--- src/rtl/vec_acc_resp_if.sv ---
// rtl/vec_acc_resp_if.sv - request, issue, completion and response channels of vec_acc_resp
interface vec_acc_resp_if #(
  parameter int XLEN  = 32,
  parameter int ID_W  = 4,
  parameter int TAG_W = 2
);
  logic             req_valid_i;
  logic             req_ready_o;
  logic [31:0]      req_instr_i;
  logic [XLEN-1:0]  req_rs1_i;
  logic [XLEN-1:0]  req_rs2_i;
  logic [ID_W-1:0]  req_id_i;

  logic             issue_valid_o;
  logic             issue_ready_i;
  logic [31:0]      issue_instr_o;
  logic [XLEN-1:0]  issue_rs1_o;
  logic [XLEN-1:0]  issue_rs2_o;
  logic [TAG_W-1:0] issue_tag_o;

  logic             cmpl_valid_i;
  logic [TAG_W-1:0] cmpl_tag_i;
  logic             cmpl_err_i;
  logic [XLEN-1:0]  cmpl_res_i;

  logic             resp_valid_o;
  logic             resp_ready_i;
  logic             resp_err_o;
  logic [XLEN-1:0]  resp_res_o;
  logic [ID_W-1:0]  resp_id_o;

  logic             busy_o;

  modport slave (
    input  req_valid_i, req_instr_i, req_rs1_i, req_rs2_i, req_id_i,
    output req_ready_o,
    output issue_valid_o, issue_instr_o, issue_rs1_o, issue_rs2_o, issue_tag_o,
    input  issue_ready_i,
    input  cmpl_valid_i, cmpl_tag_i, cmpl_err_i, cmpl_res_i,
    output resp_valid_o, resp_err_o, resp_res_o, resp_id_o,
    input  resp_ready_i,
    output busy_o
  );

  modport master (
    output req_valid_i, req_instr_i, req_rs1_i, req_rs2_i, req_id_i,
    input  req_ready_o,
    input  issue_valid_o, issue_instr_o, issue_rs1_o, issue_rs2_o, issue_tag_o,
    output issue_ready_i,
    output cmpl_valid_i, cmpl_tag_i, cmpl_err_i, cmpl_res_i,
    input  resp_valid_o, resp_err_o, resp_res_o, resp_id_o,
    output resp_ready_i,
    input  busy_o
  );
endinterface

--- src/rtl/vec_acc_resp.sv ---
// rtl/vec_acc_resp.sv - in-order issue / in-order retire reorder buffer for vector accelerator requests
module vec_acc_resp #(
  parameter int DEPTH = 4,
  parameter int TAG_W = $clog2(DEPTH),
  parameter int ID_W  = 4,
  parameter int XLEN  = 32
) (
  input  logic clk_i,
  input  logic rst_ni,
  vec_acc_resp_if.slave bus
);
  localparam int CNT_W = TAG_W + 1;

  logic [DEPTH-1:0] vld_q, vld_d;
  logic [DEPTH-1:0] iss_q, iss_d;
  logic [DEPTH-1:0] done_q, done_d;
  logic [DEPTH-1:0] err_q, err_d;
  logic [XLEN-1:0]  res_q   [DEPTH];
  logic [XLEN-1:0]  res_d   [DEPTH];
  logic [31:0]      instr_q [DEPTH];
  logic [31:0]      instr_d [DEPTH];
  logic [XLEN-1:0]  rs1_q   [DEPTH];
  logic [XLEN-1:0]  rs1_d   [DEPTH];
  logic [XLEN-1:0]  rs2_q   [DEPTH];
  logic [XLEN-1:0]  rs2_d   [DEPTH];
  logic [ID_W-1:0]  id_q    [DEPTH];
  logic [ID_W-1:0]  id_d    [DEPTH];

  logic [TAG_W-1:0] alloc_q, alloc_d;
  logic [TAG_W-1:0] issue_q, issue_d;
  logic [TAG_W-1:0] retire_q, retire_d;
  logic [CNT_W-1:0] count_q, count_d;

  logic accept, issue_fire, issue_skip, retire_fire, cmpl_hit, req_legal;

  // Vector arithmetic opcode always legal; vector loads/stores share the FP
  // load/store opcodes, so only the vector width encodings are accepted there.
  function automatic logic is_legal(input logic [31:0] instr);
    logic [6:0] opc;
    logic [2:0] width;
    opc   = instr[6:0];
    width = instr[14:12];
    if (opc == 7'b1010111) return 1'b1;
    if (opc == 7'b0000111 || opc == 7'b0100111)
      return (width == 3'b000) || (width == 3'b101) || (width == 3'b110) || (width == 3'b111);
    return 1'b0;
  endfunction

  assign req_legal   = is_legal(bus.req_instr_i);
  assign accept      = bus.req_valid_i & bus.req_ready_o;
  assign issue_fire  = bus.issue_valid_o & bus.issue_ready_i;
  assign issue_skip  = vld_q[issue_q] & iss_q[issue_q];
  assign retire_fire = bus.resp_valid_o & bus.resp_ready_i;
  assign cmpl_hit    = bus.cmpl_valid_i & vld_q[bus.cmpl_tag_i] &
                       iss_q[bus.cmpl_tag_i] & ~done_q[bus.cmpl_tag_i];

  assign bus.req_ready_o   = (count_q != CNT_W'(DEPTH));
  assign bus.busy_o        = (count_q != '0);

  assign bus.issue_valid_o = vld_q[issue_q] & ~iss_q[issue_q];
  assign bus.issue_instr_o = instr_q[issue_q];
  assign bus.issue_rs1_o   = rs1_q[issue_q];
  assign bus.issue_rs2_o   = rs2_q[issue_q];
  assign bus.issue_tag_o   = issue_q;

  assign bus.resp_valid_o  = vld_q[retire_q] & done_q[retire_q];
  assign bus.resp_err_o    = err_q[retire_q];
  assign bus.resp_res_o    = res_q[retire_q];
  assign bus.resp_id_o     = id_q[retire_q];

  // The four events always touch distinct slots or distinct fields, so they
  // are applied independently in any order.
  always_comb begin
    vld_d    = vld_q;
    iss_d    = iss_q;
    done_d   = done_q;
    err_d    = err_q;
    res_d    = res_q;
    instr_d  = instr_q;
    rs1_d    = rs1_q;
    rs2_d    = rs2_q;
    id_d     = id_q;
    alloc_d  = alloc_q;
    issue_d  = issue_q;
    retire_d = retire_q;
    count_d  = count_q;

    if (accept) begin
      vld_d[alloc_q]   = 1'b1;
      iss_d[alloc_q]   = ~req_legal;
      done_d[alloc_q]  = ~req_legal;
      err_d[alloc_q]   = ~req_legal;
      res_d[alloc_q]   = '0;
      instr_d[alloc_q] = bus.req_instr_i;
      rs1_d[alloc_q]   = bus.req_rs1_i;
      rs2_d[alloc_q]   = bus.req_rs2_i;
      id_d[alloc_q]    = bus.req_id_i;
      alloc_d          = alloc_q + 1'b1;
    end

    if (issue_fire) begin
      iss_d[issue_q] = 1'b1;
      issue_d        = issue_q + 1'b1;
    end else if (issue_skip) begin
      issue_d        = issue_q + 1'b1;
    end

    if (cmpl_hit) begin
      done_d[bus.cmpl_tag_i] = 1'b1;
      err_d[bus.cmpl_tag_i]  = bus.cmpl_err_i;
      res_d[bus.cmpl_tag_i]  = bus.cmpl_res_i;
    end

    if (retire_fire) begin
      vld_d[retire_q] = 1'b0;
      retire_d        = retire_q + 1'b1;
    end

    case ({accept, retire_fire})
      2'b10:   count_d = count_q + 1'b1;
      2'b01:   count_d = count_q - 1'b1;
      default: count_d = count_q;
    endcase
  end

  always_ff @(posedge clk_i or negedge rst_ni) begin
    if (!rst_ni) begin
      vld_q    <= '0;
      iss_q    <= '0;
      done_q   <= '0;
      err_q    <= '0;
      alloc_q  <= '0;
      issue_q  <= '0;
      retire_q <= '0;
      count_q  <= '0;
      for (int i = 0; i < DEPTH; i++) begin
        res_q[i]   <= '0;
        instr_q[i] <= '0;
        rs1_q[i]   <= '0;
        rs2_q[i]   <= '0;
        id_q[i]    <= '0;
      end
    end else begin
      vld_q    <= vld_d;
      iss_q    <= iss_d;
      done_q   <= done_d;
      err_q    <= err_d;
      res_q    <= res_d;
      instr_q  <= instr_d;
      rs1_q    <= rs1_d;
      rs2_q    <= rs2_d;
      id_q     <= id_d;
      alloc_q  <= alloc_d;
      issue_q  <= issue_d;
      retire_q <= retire_d;
      count_q  <= count_d;
    end
  end
endmodule

--- src/flat_wrapper.sv ---
// flat-port wrapper written by rule: the top's interface ports become plain ports
module vec_acc_resp_flat 
#(
  parameter int DEPTH = 4,
  parameter int TAG_W = $clog2(DEPTH),
  parameter int ID_W  = 4,
  parameter int XLEN  = 32
)
  (clk_i, rst_ni, bus_req_valid_i, bus_req_instr_i, bus_req_rs1_i, bus_req_rs2_i, bus_req_id_i, bus_req_ready_o, bus_issue_valid_o, bus_issue_instr_o, bus_issue_rs1_o, bus_issue_rs2_o, bus_issue_tag_o, bus_issue_ready_i, bus_cmpl_valid_i, bus_cmpl_tag_i, bus_cmpl_err_i, bus_cmpl_res_i, bus_resp_valid_o, bus_resp_err_o, bus_resp_res_o, bus_resp_id_o, bus_resp_ready_i, bus_busy_o);
  vec_acc_resp_if #(.XLEN(XLEN), .ID_W(ID_W), .TAG_W(TAG_W)) bus_i ();
  input  logic clk_i;
  input  logic rst_ni;
  input wire logic [$bits(bus_i.req_valid_i)-1:0] bus_req_valid_i;
  input wire logic [$bits(bus_i.req_instr_i)-1:0] bus_req_instr_i;
  input wire logic [$bits(bus_i.req_rs1_i)-1:0] bus_req_rs1_i;
  input wire logic [$bits(bus_i.req_rs2_i)-1:0] bus_req_rs2_i;
  input wire logic [$bits(bus_i.req_id_i)-1:0] bus_req_id_i;
  output wire logic [$bits(bus_i.req_ready_o)-1:0] bus_req_ready_o;
  output wire logic [$bits(bus_i.issue_valid_o)-1:0] bus_issue_valid_o;
  output wire logic [$bits(bus_i.issue_instr_o)-1:0] bus_issue_instr_o;
  output wire logic [$bits(bus_i.issue_rs1_o)-1:0] bus_issue_rs1_o;
  output wire logic [$bits(bus_i.issue_rs2_o)-1:0] bus_issue_rs2_o;
  output wire logic [$bits(bus_i.issue_tag_o)-1:0] bus_issue_tag_o;
  input wire logic [$bits(bus_i.issue_ready_i)-1:0] bus_issue_ready_i;
  input wire logic [$bits(bus_i.cmpl_valid_i)-1:0] bus_cmpl_valid_i;
  input wire logic [$bits(bus_i.cmpl_tag_i)-1:0] bus_cmpl_tag_i;
  input wire logic [$bits(bus_i.cmpl_err_i)-1:0] bus_cmpl_err_i;
  input wire logic [$bits(bus_i.cmpl_res_i)-1:0] bus_cmpl_res_i;
  output wire logic [$bits(bus_i.resp_valid_o)-1:0] bus_resp_valid_o;
  output wire logic [$bits(bus_i.resp_err_o)-1:0] bus_resp_err_o;
  output wire logic [$bits(bus_i.resp_res_o)-1:0] bus_resp_res_o;
  output wire logic [$bits(bus_i.resp_id_o)-1:0] bus_resp_id_o;
  input wire logic [$bits(bus_i.resp_ready_i)-1:0] bus_resp_ready_i;
  output wire logic [$bits(bus_i.busy_o)-1:0] bus_busy_o;
  assign bus_i.req_valid_i = bus_req_valid_i;
  assign bus_i.req_instr_i = bus_req_instr_i;
  assign bus_i.req_rs1_i = bus_req_rs1_i;
  assign bus_i.req_rs2_i = bus_req_rs2_i;
  assign bus_i.req_id_i = bus_req_id_i;
  assign bus_req_ready_o = bus_i.req_ready_o;
  assign bus_issue_valid_o = bus_i.issue_valid_o;
  assign bus_issue_instr_o = bus_i.issue_instr_o;
  assign bus_issue_rs1_o = bus_i.issue_rs1_o;
  assign bus_issue_rs2_o = bus_i.issue_rs2_o;
  assign bus_issue_tag_o = bus_i.issue_tag_o;
  assign bus_i.issue_ready_i = bus_issue_ready_i;
  assign bus_i.cmpl_valid_i = bus_cmpl_valid_i;
  assign bus_i.cmpl_tag_i = bus_cmpl_tag_i;
  assign bus_i.cmpl_err_i = bus_cmpl_err_i;
  assign bus_i.cmpl_res_i = bus_cmpl_res_i;
  assign bus_resp_valid_o = bus_i.resp_valid_o;
  assign bus_resp_err_o = bus_i.resp_err_o;
  assign bus_resp_res_o = bus_i.resp_res_o;
  assign bus_resp_id_o = bus_i.resp_id_o;
  assign bus_i.resp_ready_i = bus_resp_ready_i;
  assign bus_busy_o = bus_i.busy_o;
  vec_acc_resp #(.DEPTH(DEPTH), .TAG_W(TAG_W), .ID_W(ID_W), .XLEN(XLEN)) u_core (.clk_i(clk_i), .rst_ni(rst_ni), .bus(bus_i));
endmodule
--- config.mk ---
export PLATFORM = sky130hd
export DESIGN_NAME = vec_acc_resp_flat
export DESIGN_NICKNAME = d
export VERILOG_FILES = /design/src/rtl/vec_acc_resp_if.sv /design/src/rtl/vec_acc_resp.sv /design/src/flat_wrapper.sv
export SDC_FILE = /design/constraint.sdc
export NUM_CORES = 1
export LEC_CHECK = 0
export BUFFER_PORTS_ARGS = -buffer_cell sky130_fd_sc_hd__buf_2
export CAP_MARGIN = 10
export CORE_ASPECT_RATIO = 0.8
export CORE_UTILIZATION = 40
export CTS_BUF_LIST = sky130_fd_sc_hd__clkbuf_16
export DETAILED_ROUTE_END_ITERATION = 12
export HOLD_SLACK_MARGIN = 0.05
export PLACE_DENSITY = 0.6
export SLEW_MARGIN = 20
export SYNTH_ARGS = -nofsm -noshare
export SYNTH_HDL_FRONTEND = slang
export SYNTH_SLANG_ARGS = --single-unit
--- constraint.sdc ---
create_clock -name clk_i -period 3.1 [get_ports clk_i]
set_clock_uncertainty 0.1 [all_clocks]
set_input_delay 0.93 -clock clk_i [delete_from_list [all_inputs] [get_ports clk_i]]
set_output_delay 0.93 -clock clk_i [all_outputs]
set_load 0.01 [all_outputs]
==> results.toml <==
[global_route]
grt_busiest_layer = "met2"
grtUsageMet3 = 0.0524
grt_max_degree = 103
grt_pass1_wl_mm = 109
antenna_found_initial = 18
grt_pass1_vias = 19130
grt_remaining_overflow = 0
use_met1 = 0.303
use_met2 = 0.357
grt_use_total = 0.224

[clock_network]
cts_hold_buf = 0
htree_levels = 2
cts.sinks = 553
cts_tree = "done"
cts_root_buf = "clkbuf_16"
cts_buffers = 55
cts.clk_slew.worst_paths_ps = 70
clock_path_buffers = 3
clock_latency_ps = 600

[final_layout]
layout.nets = 2702
area_growth_pct = 18.1
drive_above_1_share = 0.233
mostFrequentLayoutCells = "nand2_1, dfrtp_1, buf_2"
mostFrequentLayoutCell = "nand2_1"

[setup_path]
critPathCaptureType = "primary output"
r2r_slack_ps = 430
startpoint = "u_core.bus.issue_tag_o[0]"
r2r_end = "u_core.count_q[2]"
worstPathArrival_ps = 2110
crit_path_max_fanout = 18
cp-endpoint = "bus_issue_rs1_o[23]"
reg2reg_depth = 10
critPathKind = "reg2out"
startpoint_type = "flop"
timing.rr.start = "u_core.retire_q[0]"
required_ps = 2070

[sta]
rsz0062_at_grt = "true"
period_share = 1.01
setup_viol = 38
worst_pin_slew_ps = 1030
hold_viol_final = 0
period_needed_ps = 3140
whs_ps = 118
fmax_mhz = 318
slew_headroom = 0.313
final_max_slew_viol_count = 0
setup_slack_ps = -42.1

[die]
io_pins = 280
num_rows = 80
chipWidth_um = 278
die_area_um2 = 62100
start_util = 0.407
die-height_um = 223
core_um2 = 60100

[status]
outcome = "finished with violations"
violations = "setup timing"

[detailed_routing]
wl_mm = 68.8
viasPerCell = 5.36
via_count = 18102
drt_iter0_markers = 1249
drt_pass1_iterations = 6
drc_errors = 0
wl_per_cell_um = 20.4
final_antenna_net_count = 0

[yosys]
postSynthRegisterBits = 553
ys.flop_type = "dfrtp_1"
syn_nets = 2453
synth_edf_count = 0
ys_types = 44
ys_warn_count = 0
async_flop_share = 1.00
synth-seq-area-share = 0.566
netlist_area_um2 = 24400
syn_inst = 2298
avgSynthCellArea_um2 = 10.6

[place]
gp_congestion = 0.783
io_buffers = 279
hpwl_mm = 40.6
dp_slack_ps = 324

[power]
powerDensity_nw_per_um2 = 1050
leakagePower_nw = 14.9
ir_drop_v = 0.000464

[worst_hold_path]
hold_class = "in2async"

[flow_run]
cap_violations = 0
[through the flow]
stage / total power, mW / std cells / setup TNS [ps] / utilization / cell area [µm²]
after floorplan: 19.1 / 2298 / 0 / - / 24400
after global placement: 22.9 / 3255 / 0 / 0.444 / 26700
after detailed placement: 23.3 / 3255 / 0 / 0.444 / 26700
after CTS: 30.3 / 3368 / -3810 / 0.477 / 28600
after global routing: 32.3 / 3377 / -8370 / 0.481 / 28900
final: 30.4 / 3380 / -518 / 0.481 / 28900
[cell usage after synthesis (3+ instances only)]
| master | instances | area, µm² |
|---|---|---|
| o21ai_0 | 3 | 15.0 |
| mux2i_1 | 4 | 40.0 |
| nand2_1 | 1219 | 4580 |
| mux2_2 | 3 | 33.8 |
| xnor2_1 | 3 | 26.3 |
| buf_1 | 10 | 37.5 |
| nor2_1 | 11 | 41.3 |
| a22o_2 | 30 | 300 |
| xor2_1 | 3 | 26.3 |
| buf_6 | 44 | 495 |
| buf_2 | 64 | 320 |
| and2_1 | 3 | 18.8 |
| nor3_1 | 6 | 30.0 |
| inv_1 | 12 | 45.0 |
| a221o_1 | 3 | 30.0 |
| o221ai_1 | 5 | 43.8 |
| a21oi_1 | 9 | 45.0 |
| ha_1 | 13 | 163 |
| a22o_1 | 99 | 867 |
| clkbuf_1 | 32 | 120 |
| dfrtp_1 | 553 | 13800 |
| nand4b_1 | 3 | 26.3 |
| and3_1 | 4 | 25.0 |
| nand3_1 | 5 | 25.0 |
| mux4_2 | 133 | 3000 |
[flip-flops by register name, indices dropped and copies added, names as in the netlist]
signal and count:
u_core.rs2_q 128, u_core.retire_q 2, u_core.count_q 3, u_core.instr_q 128
u_core.done_q 4, u_core.id_q 16, u_core.iss_q 4, u_core.rs1_q 128
u_core.bus.issue_tag_o 2, u_core.vld_q 4, u_core.alloc_q 2, u_core.err_q 4
u_core.res_q 128
[critical path: stages, from the launching register on]
cell and delay [ps]:
dfrtp_4 420, buf_12 150, buf_12 210, mux4_2 560, buf_2 160
[report_power, final]
part           switching [mW]  internal [mW]  leakage, nW  total [mW]
logic                    6.79           5.75         6.92        12.5
registers                1.54           9.93         7.08        11.5
clock network            2.86           3.48        0.866        6.34
total                    11.2           19.2         14.9        30.4
[timing repair]
action                     in CTS  in global routing
setup endpoints to repair     133                 99
gates cloned                    0                  3
setup buffers                  11                  0
pin swaps                       1                  1
gates resized for setup        26                 27
[kinds of logic after synthesis]
family | share of synthesized area
and+or+nand+nor | 0.201
adders and majority gates | 0.00747
xor gates and xnor gates | 0.00215
muxes | 0.126
DFF | 0.566
buffers and inverters | 0.0417
AOI/OAI and AO/OA | 0.0557
[worst min path at each step]
stage,cells past startpoint,to,slack (ps),from
2_1_floorplan,2,u_core.id_q[4],340,u_core.id_q[4]
3_3_place_gp,2,u_core.instr_q[18],350,u_core.instr_q[18]
3_5_place_dp,2,u_core.rs2_q[5],360,u_core.rs2_q[5]
4_1_cts,1,u_core.rs1_q[79],140,rst_ni
5_1_grt,1,u_core.rs1_q[79],150,rst_ni
6_report,1,u_core.rs1_q[79],120,rst_ni
[area by class of cell]
cell class,count,area (µm²)
Fill cell,5461,31200
Sequential cell,553,13900
Multi-Input combinational cell,1583,9670
Timing Repair Buffer,342,2640
Clock buffer,57,1430
Tap cell,779,975
Clock inverter,45,255
Inverter,12,45.0
Antenna cell,9,22.5
[metal layers]
| metal | wire length [µm] | part of all wire |
|---|---|---|
| met5 | 115 | 0.0017 |
| met2 | 32600 | 0.47 |
| met1 | 29400 | 0.43 |
| met3 | 5050 | 0.073 |
| met4 | 1670 | 0.024 |
Power figures use the tool's default switching activity.
